--- config.mk ---
export PLATFORM = sky130hd
export DESIGN_NAME = wide_addsub_seq
export DESIGN_NICKNAME = d
export VERILOG_FILES = /design/src/rtl/wide_addsub_seq.sv
export SDC_FILE = /design/constraint.sdc
export NUM_CORES = 2
export LEC_CHECK = 0
export ABC_AREA = 1
export BUFFER_PORTS_ARGS = -buffer_cell sky130_fd_sc_hd__buf_2
export CAP_MARGIN = 10
export CORE_AREA = 2 2 302 304
export CTS_BUF_LIST = sky130_fd_sc_hd__clkbuf_8
export DETAILED_ROUTE_END_ITERATION = 10
export DIE_AREA = 0 0 304 306
export PLACE_DENSITY = 0.73
export RECOVER_POWER = 25
export SLEW_MARGIN = 20
export SYNTH_ARGS = -nofsm -noshare
export SYNTH_HDL_FRONTEND = slang
export SYNTH_SLANG_ARGS = --single-unit
--- constraint.sdc ---
create_clock -name clk -period 4.6 [get_ports clk]
set_input_delay 0.92 -clock clk [delete_from_list [all_inputs] [get_ports clk]]
set_output_delay 0.92 -clock clk [all_outputs]
set_load 0.005 [all_outputs]
--- src/rtl/wide_addsub_seq.sv ---
// wide_addsub_seq: multi-cycle W-bit add/subtract built from one LIMB_W-bit limb adder.
// One limb is processed per cycle, low limb first, with the carry held in a register
// between limbs. Flags carry the same meaning as the single-cycle 64-bit add/sub stage.
//
// Ports:
//   clk, rst         clock; synchronous active-high reset
//   start            request, sampled in IDLE or DONE
//   mode             0 = A+B, 1 = A-B (latched on start)
//   A, B             W-bit operands (latched on start)
//   busy             high while limbs are being processed
//   done             one-cycle pulse when result and flags are valid
//   result           W-bit sum/difference, held until the next operation's first limb write
//   SF CF OF PF ZF   sign, carry/borrow, signed overflow, low-byte even parity, zero
module wide_addsub_seq #(
    parameter int unsigned LIMB_W = 64,
    parameter int unsigned LIMBS  = 4
) (
    input  logic                      clk,
    input  logic                      rst,
    input  logic                      start,
    input  logic                      mode,
    input  logic [LIMB_W*LIMBS-1:0]   A,
    input  logic [LIMB_W*LIMBS-1:0]   B,
    output logic                      busy,
    output logic                      done,
    output logic [LIMB_W*LIMBS-1:0]   result,
    output logic                      SF,
    output logic                      CF,
    output logic                      OF,
    output logic                      PF,
    output logic                      ZF
);

    localparam int unsigned W     = LIMB_W * LIMBS;
    localparam int unsigned IDX_W = (LIMBS > 1) ? $clog2(LIMBS) : 1;
    localparam logic [IDX_W-1:0] LAST_IDX = IDX_W'(LIMBS - 1);

    typedef enum logic [1:0] {
        S_IDLE = 2'd0,
        S_RUN  = 2'd1,
        S_DONE = 2'd2
    } state_t;

    state_t            state;
    state_t            state_nxt;
    logic              accept;
    logic              last;

    logic [W-1:0]      a_reg;
    logic [W-1:0]      b_reg;
    logic              mode_reg;
    logic              carry;
    logic [IDX_W-1:0]  idx;

    logic [LIMB_W-1:0] a_limb;
    logic [LIMB_W-1:0] bx_limb;
    logic [LIMB_W:0]   sum;
    logic [W-1:0]      full_res;
    logic              a_top;
    logic              bx_top;

    // State register
    always_ff @(posedge clk) begin
        if (rst) begin
            state <= S_IDLE;
        end else begin
            state <= state_nxt;
        end
    end

    // Next-state logic; DONE accepts a new start so operations can run back to back
    always_comb begin
        state_nxt = state;
        accept    = 1'b0;
        last      = 1'b0;
        unique case (state)
            S_IDLE: begin
                if (start) begin
                    accept    = 1'b1;
                    state_nxt = S_RUN;
                end
            end
            S_RUN: begin
                if (idx == LAST_IDX) begin
                    last      = 1'b1;
                    state_nxt = S_DONE;
                end
            end
            S_DONE: begin
                if (start) begin
                    accept    = 1'b1;
                    state_nxt = S_RUN;
                end else begin
                    state_nxt = S_IDLE;
                end
            end
            default: state_nxt = S_IDLE;
        endcase
    end

    // Limb adder; subtraction is A + ~B + 1 with the +1 seeded into the carry register
    always_comb begin
        a_limb  = a_reg[idx*LIMB_W +: LIMB_W];
        bx_limb = b_reg[idx*LIMB_W +: LIMB_W] ^ {LIMB_W{mode_reg}};
        sum     = {1'b0, a_limb} + {1'b0, bx_limb} + {{LIMB_W{1'b0}}, carry};
    end

    // Result as it will look after this edge's limb write; flags are taken from it
    always_comb begin
        full_res = result;
        full_res[idx*LIMB_W +: LIMB_W] = sum[LIMB_W-1:0];
        a_top  = a_reg[W-1];
        bx_top = b_reg[W-1] ^ mode_reg;
    end

    // Operand latch, limb sequencing, result and flag registers
    always_ff @(posedge clk) begin
        if (rst) begin
            a_reg    <= '0;
            b_reg    <= '0;
            mode_reg <= 1'b0;
            carry    <= 1'b0;
            idx      <= '0;
            busy     <= 1'b0;
            done     <= 1'b0;
            result   <= '0;
            SF       <= 1'b0;
            CF       <= 1'b0;
            OF       <= 1'b0;
            PF       <= 1'b0;
            ZF       <= 1'b0;
        end else begin
            done <= 1'b0;
            if (accept) begin
                a_reg    <= A;
                b_reg    <= B;
                mode_reg <= mode;
                carry    <= mode;
                idx      <= '0;
                busy     <= 1'b1;
            end else if (state == S_RUN) begin
                result[idx*LIMB_W +: LIMB_W] <= sum[LIMB_W-1:0];
                carry <= sum[LIMB_W];
                idx   <= idx + 1'b1;
                if (last) begin
                    busy <= 1'b0;
                    done <= 1'b1;
                    SF   <= full_res[W-1];
                    CF   <= sum[LIMB_W] ^ mode_reg;
                    OF   <= (a_top == bx_top) && (full_res[W-1] != a_top);
                    PF   <= ~^full_res[7:0];
                    ZF   <= (full_res == '0);
                end
            end
        end
    end

endmodule
==> key figures <==
Synthesis
  • Number of distinct library cells after synthesis: 42
  • Synth Warn #: 0
  • Post-Syn Instances: about 6900
  • Avg Inst Size Synth: roughly 6.2 µm²
  • Async set-reset flop share out of synthesis: 0%
  • Top area cells in the synthesized netlist: dfxtp_1, nor2_1, o21ai_0
  • Post-synthesis register bit count: 781
  • Post-synth top area share: 36.51%
  • Post-synth EDFFs: 0
  • Register area share after synthesis: 36.51%
  • Post-Syn Area: roughly 43000 µm²
  • Most frequent cell after synthesis: nor2_1
  • Syn_nets: 7497
  • Post-synth top flop: dfxtp_1
  • Yosys top cell by area: dfxtp_1
  • Post-synth top cells: nor2_1, nand2_1, o21ai_0

Cells and area
  • Share of layout cells above drive strength 1: roughly a fifth
  • Area growth from synthesis to layout: 26.50%
  • Register area: between 15000 and 20000 µm²
  • Fill count: just under 9000
  • Layout Cells excl Fill: 9198
  • Total Nets Final: 8493
  • Fin area: around 54000 µm²
  • Multi-input gate area: 22750 µm²

Hold path
  • Worst Hold End: a_reg[23]$_SDFFE_PP0P_
  • HP Class: primary input to flop
  • Min-delay src: A[23]
  • WHS Path Cells: 3

Placement
  • Gpl congestion: 1.002
  • Buffers on Ports: 778
  • Placed cell count: about 8900
  • Cell Area, Placed: 50780 µm²
  • Dpl hpwl: 135.4 mm

Timing
  • Worst slew pin tran: between 2 and 2.5 ns
  • Unrepaired setup endpoints after global routing: true
  • Slew margin rel.: -63.20%
  • Clock Skew: roughly 0.039 ns
  • Final WS setup: -0.002513 ns
  • Shortest period the worst path allows: 4.603 ns
  • Slew Viols, Final: around 270
  • Achievable Freq: ~220 MHz
  • Endpoints failing setup: 1
  • Crit share post-route: 100.1%
  • Final hold vios: 0

Route
  • Post-DR vias/cell: 5.391
  • DRC: 0
  • Drt total wl: roughly 180 mm
  • First-pass iteration count of the detailed router: 8
  • Initial drt markers: just over 5000
  • Number of routed nets with antenna violations: 0
  • Via count: roughly 50000
  • Routed WL per cell: around 20 µm

Job
  • MaxCap Viol Count: 2

Critical path
  • Crit Path Class: flop to flop
  • Slowest CP cell: buf_4
  • Largest stage delay on the critical path: ~0.44 ns
  • Worst R2R Path Depth: 26
  • CP endpoint kind: flop
  • Most frequent CP cell: nand2_1
  • CP max FO: 32
  • Worst reg2reg startpoint: idx[1]$_SDFFE_PP0P_
  • Worst EP required: roughly 5.4 ns
  • Critical Path AT: between 5 and 6 ns
  • Worst reg2reg endpoint: ZF$_SDFFE_PP0P_
  • Crit start category: flop
  • R2r setup slk: -0.003 ns

GRT
  • Global Route Usage Sum: approximately 37%
  • Global route total overflow: 0
  • Antenna violations before repair: 20
  • Largest net degree at the start of global routing: ~220
  • First-pass GRT wire length: roughly 270 mm
  • Vias in the first global route: 45429

Floorplan
  • Io pins: 779
  • Die H: 306 µm
  • Die Wd: around 300 µm
  • Initial Util: 47.79%
  • Num rows: 110
  • Core area: between 80000 and 90000 µm²
  • Die Area: slightly above 90000 µm²

Power
  • Net Sw Frac: 37.81%
  • VDD IR max: between 200 and 300 µV
  • Comb power frac: between 30% and 40%
  • Sw power: roughly 8400 µW
  • PD cells: roughly 400 nW/µm²
  • Pwr Total: between 20000 and 25000 µW
  • LEAKAGE: 0.02825 µW
  • Clock Power Share: between 20% and 30%
  • Internal power: 13850 µW
  • Sequential share of power: about a third

Clock network
  • Num CTS Buffers: approximately 140
  • CTS max path bufs: 3
  • Worst-path clk slew: 0.07 ns
  • CTS tree: yes
  • Root Driver: clkbuf_8
  • Clock sink total: 781
  • # H-tree levels: 4
  • Latest clock arrival within the worst-skew pair: 0.85 ns
  • Post-CTS Hold Buffers: 0

Outcome
  • Violated checks: max-capacitance violations, max-slew violations, negative setup slack
  • Status: complete, but fails checks
[stage by stage]
| stage | setup TNS (ns) | setup slack, ns | utilization, % | hold WS [ns] |
|---|---|---|---|---|
| after floorplan | 0 | 0.03867 | - | 0.4495 |
| after global placement | -0.2333 | -0.2333 | 56.68 | 0.4502 |
| after detailed placement | -0.2560 | -0.2560 | 56.68 | 0.4604 |
| after CTS | 0 | 0.002943 | 59.87 | 0.2469 |
| after global routing | -0.5182 | -0.2239 | 60.45 | 0.3155 |
| final | -0.002513 | -0.002513 | 60.46 | 0.3136 |
[worst max-delay path, delay by kind of cell (launching register included)]
family | cells | cell delay (ns)
compound gates | 5 | 1.02
xor+xnor | 1 | 0.35
fa+ha+maj | 1 | 0.35
buf+inv | 2 | 0.50
flops | 1 | 0.42
simple gates | 17 | 1.84
[cell type report]
| class | instances | share of cell area [%] |
|---|---|---|
| repair buffers | 1286 | 15.43 |
| well taps | 1176 | 2.716 |
| flip-flops and latches | 781 | 28.89 |
| diodes | 15 | 0.06930 |
| inverters | 823 | 5.775 |
| clock inverters | 77 | 0.8316 |
| clock buffers | 169 | 4.294 |
| multi-input cells | 4871 | 42.00 |
[placed cells by master (no fill, tap or decap), drive strengths merged]
cell,netlist,layout
nand4,144,144
a31oi,14,14
dfxtp,781,781
nor4,2,2
o21bai,2,2
fa,2,2
o21a,3,3
clkinvlp,0,4
o31ai,1,1
diode,0,15
buf,76,1275
nand3,192,192
nand3b,5,5
nor2,1654,1654
a32o,1,1
xnor2,2,2
ha,73,73
o211ai,90,90
a221o,1,1
o21ai,989,989
and2,14,14
xor2,65,65
inv,816,871
nor3,13,13
clkbuf,355,180
or2,1,1
bufinv,0,3
clkinv,7,22
o22ai,139,139
a21oi,177,177
a22oi,1,1
a21boi,1,1
nand2,1285,1285
[how the worst max path moves through the flow]
stage               cells past startpoint           startpoint         endpoint
detailed placement                     31  idx[0]$_SDFFE_PP0P_  ZF$_SDFFE_PP0P_
global route                           37  idx[0]$_SDFFE_PP0P_  ZF$_SDFFE_PP0P_
CTS                                    34  idx[0]$_SDFFE_PP0P_  ZF$_SDFFE_PP0P_
global placement                       29  idx[0]$_SDFFE_PP0P_  ZF$_SDFFE_PP0P_
finish                                 26  idx[1]$_SDFFE_PP0P_  ZF$_SDFFE_PP0P_
floorplan                              41  idx[0]$_SDFFE_PP0P_  ZF$_SDFFE_PP0P_
[cells by family (layout without fill, tap and decap cells)]
kind of cell	count (synthesis)	count (layout)	share of synthesized area (%)
buf+inv	1254	2355	11.09
compound gates	1419	1419	17.64
simple gates	3310	3310	31.16
fa+ha+maj	75	75	2.227
other cells	0	15	0
flops	781	781	36.51
xor+xnor	67	67	1.370
[routing by layer]
layer | up-vias | part of all wire (%) | GRT usage (%)
met2 | 2452 | 45 | 58.92
met3 | 472 | 8.8 | 6.463
met4 | 8 | 6.1 | 20.86
met1 | 22672 | 40 | 47.54
li1 | 23986 | - | -
met5 | - | 0.022 | 0
[power by group through the flow]
| stage | registers [µW] | clock network, µW | logic (µW) |
|---|---|---|---|
| global placement | 7820 | 0 | 7510 |
| global route | 7760 | 6940 | 8610 |
| detailed placement | 7830 | 0 | 7580 |
| finish | 7710 | 6580 | 7980 |
| CTS | 7690 | 6620 | 7630 |
| floorplan | 7740 | 0 | 3890 |
[repair_timing]
| item | in CTS | in global routing |
|---|---|---|
| endpoints found under the setup margin | 1 | 11 |
| resized for setup | 20 | 86 |
| gates cloned | 0 | 7 |
| buffers inserted | 1 | 8 |
| pin swaps | 6 | 25 |
Power figures use the tool's default switching activity.
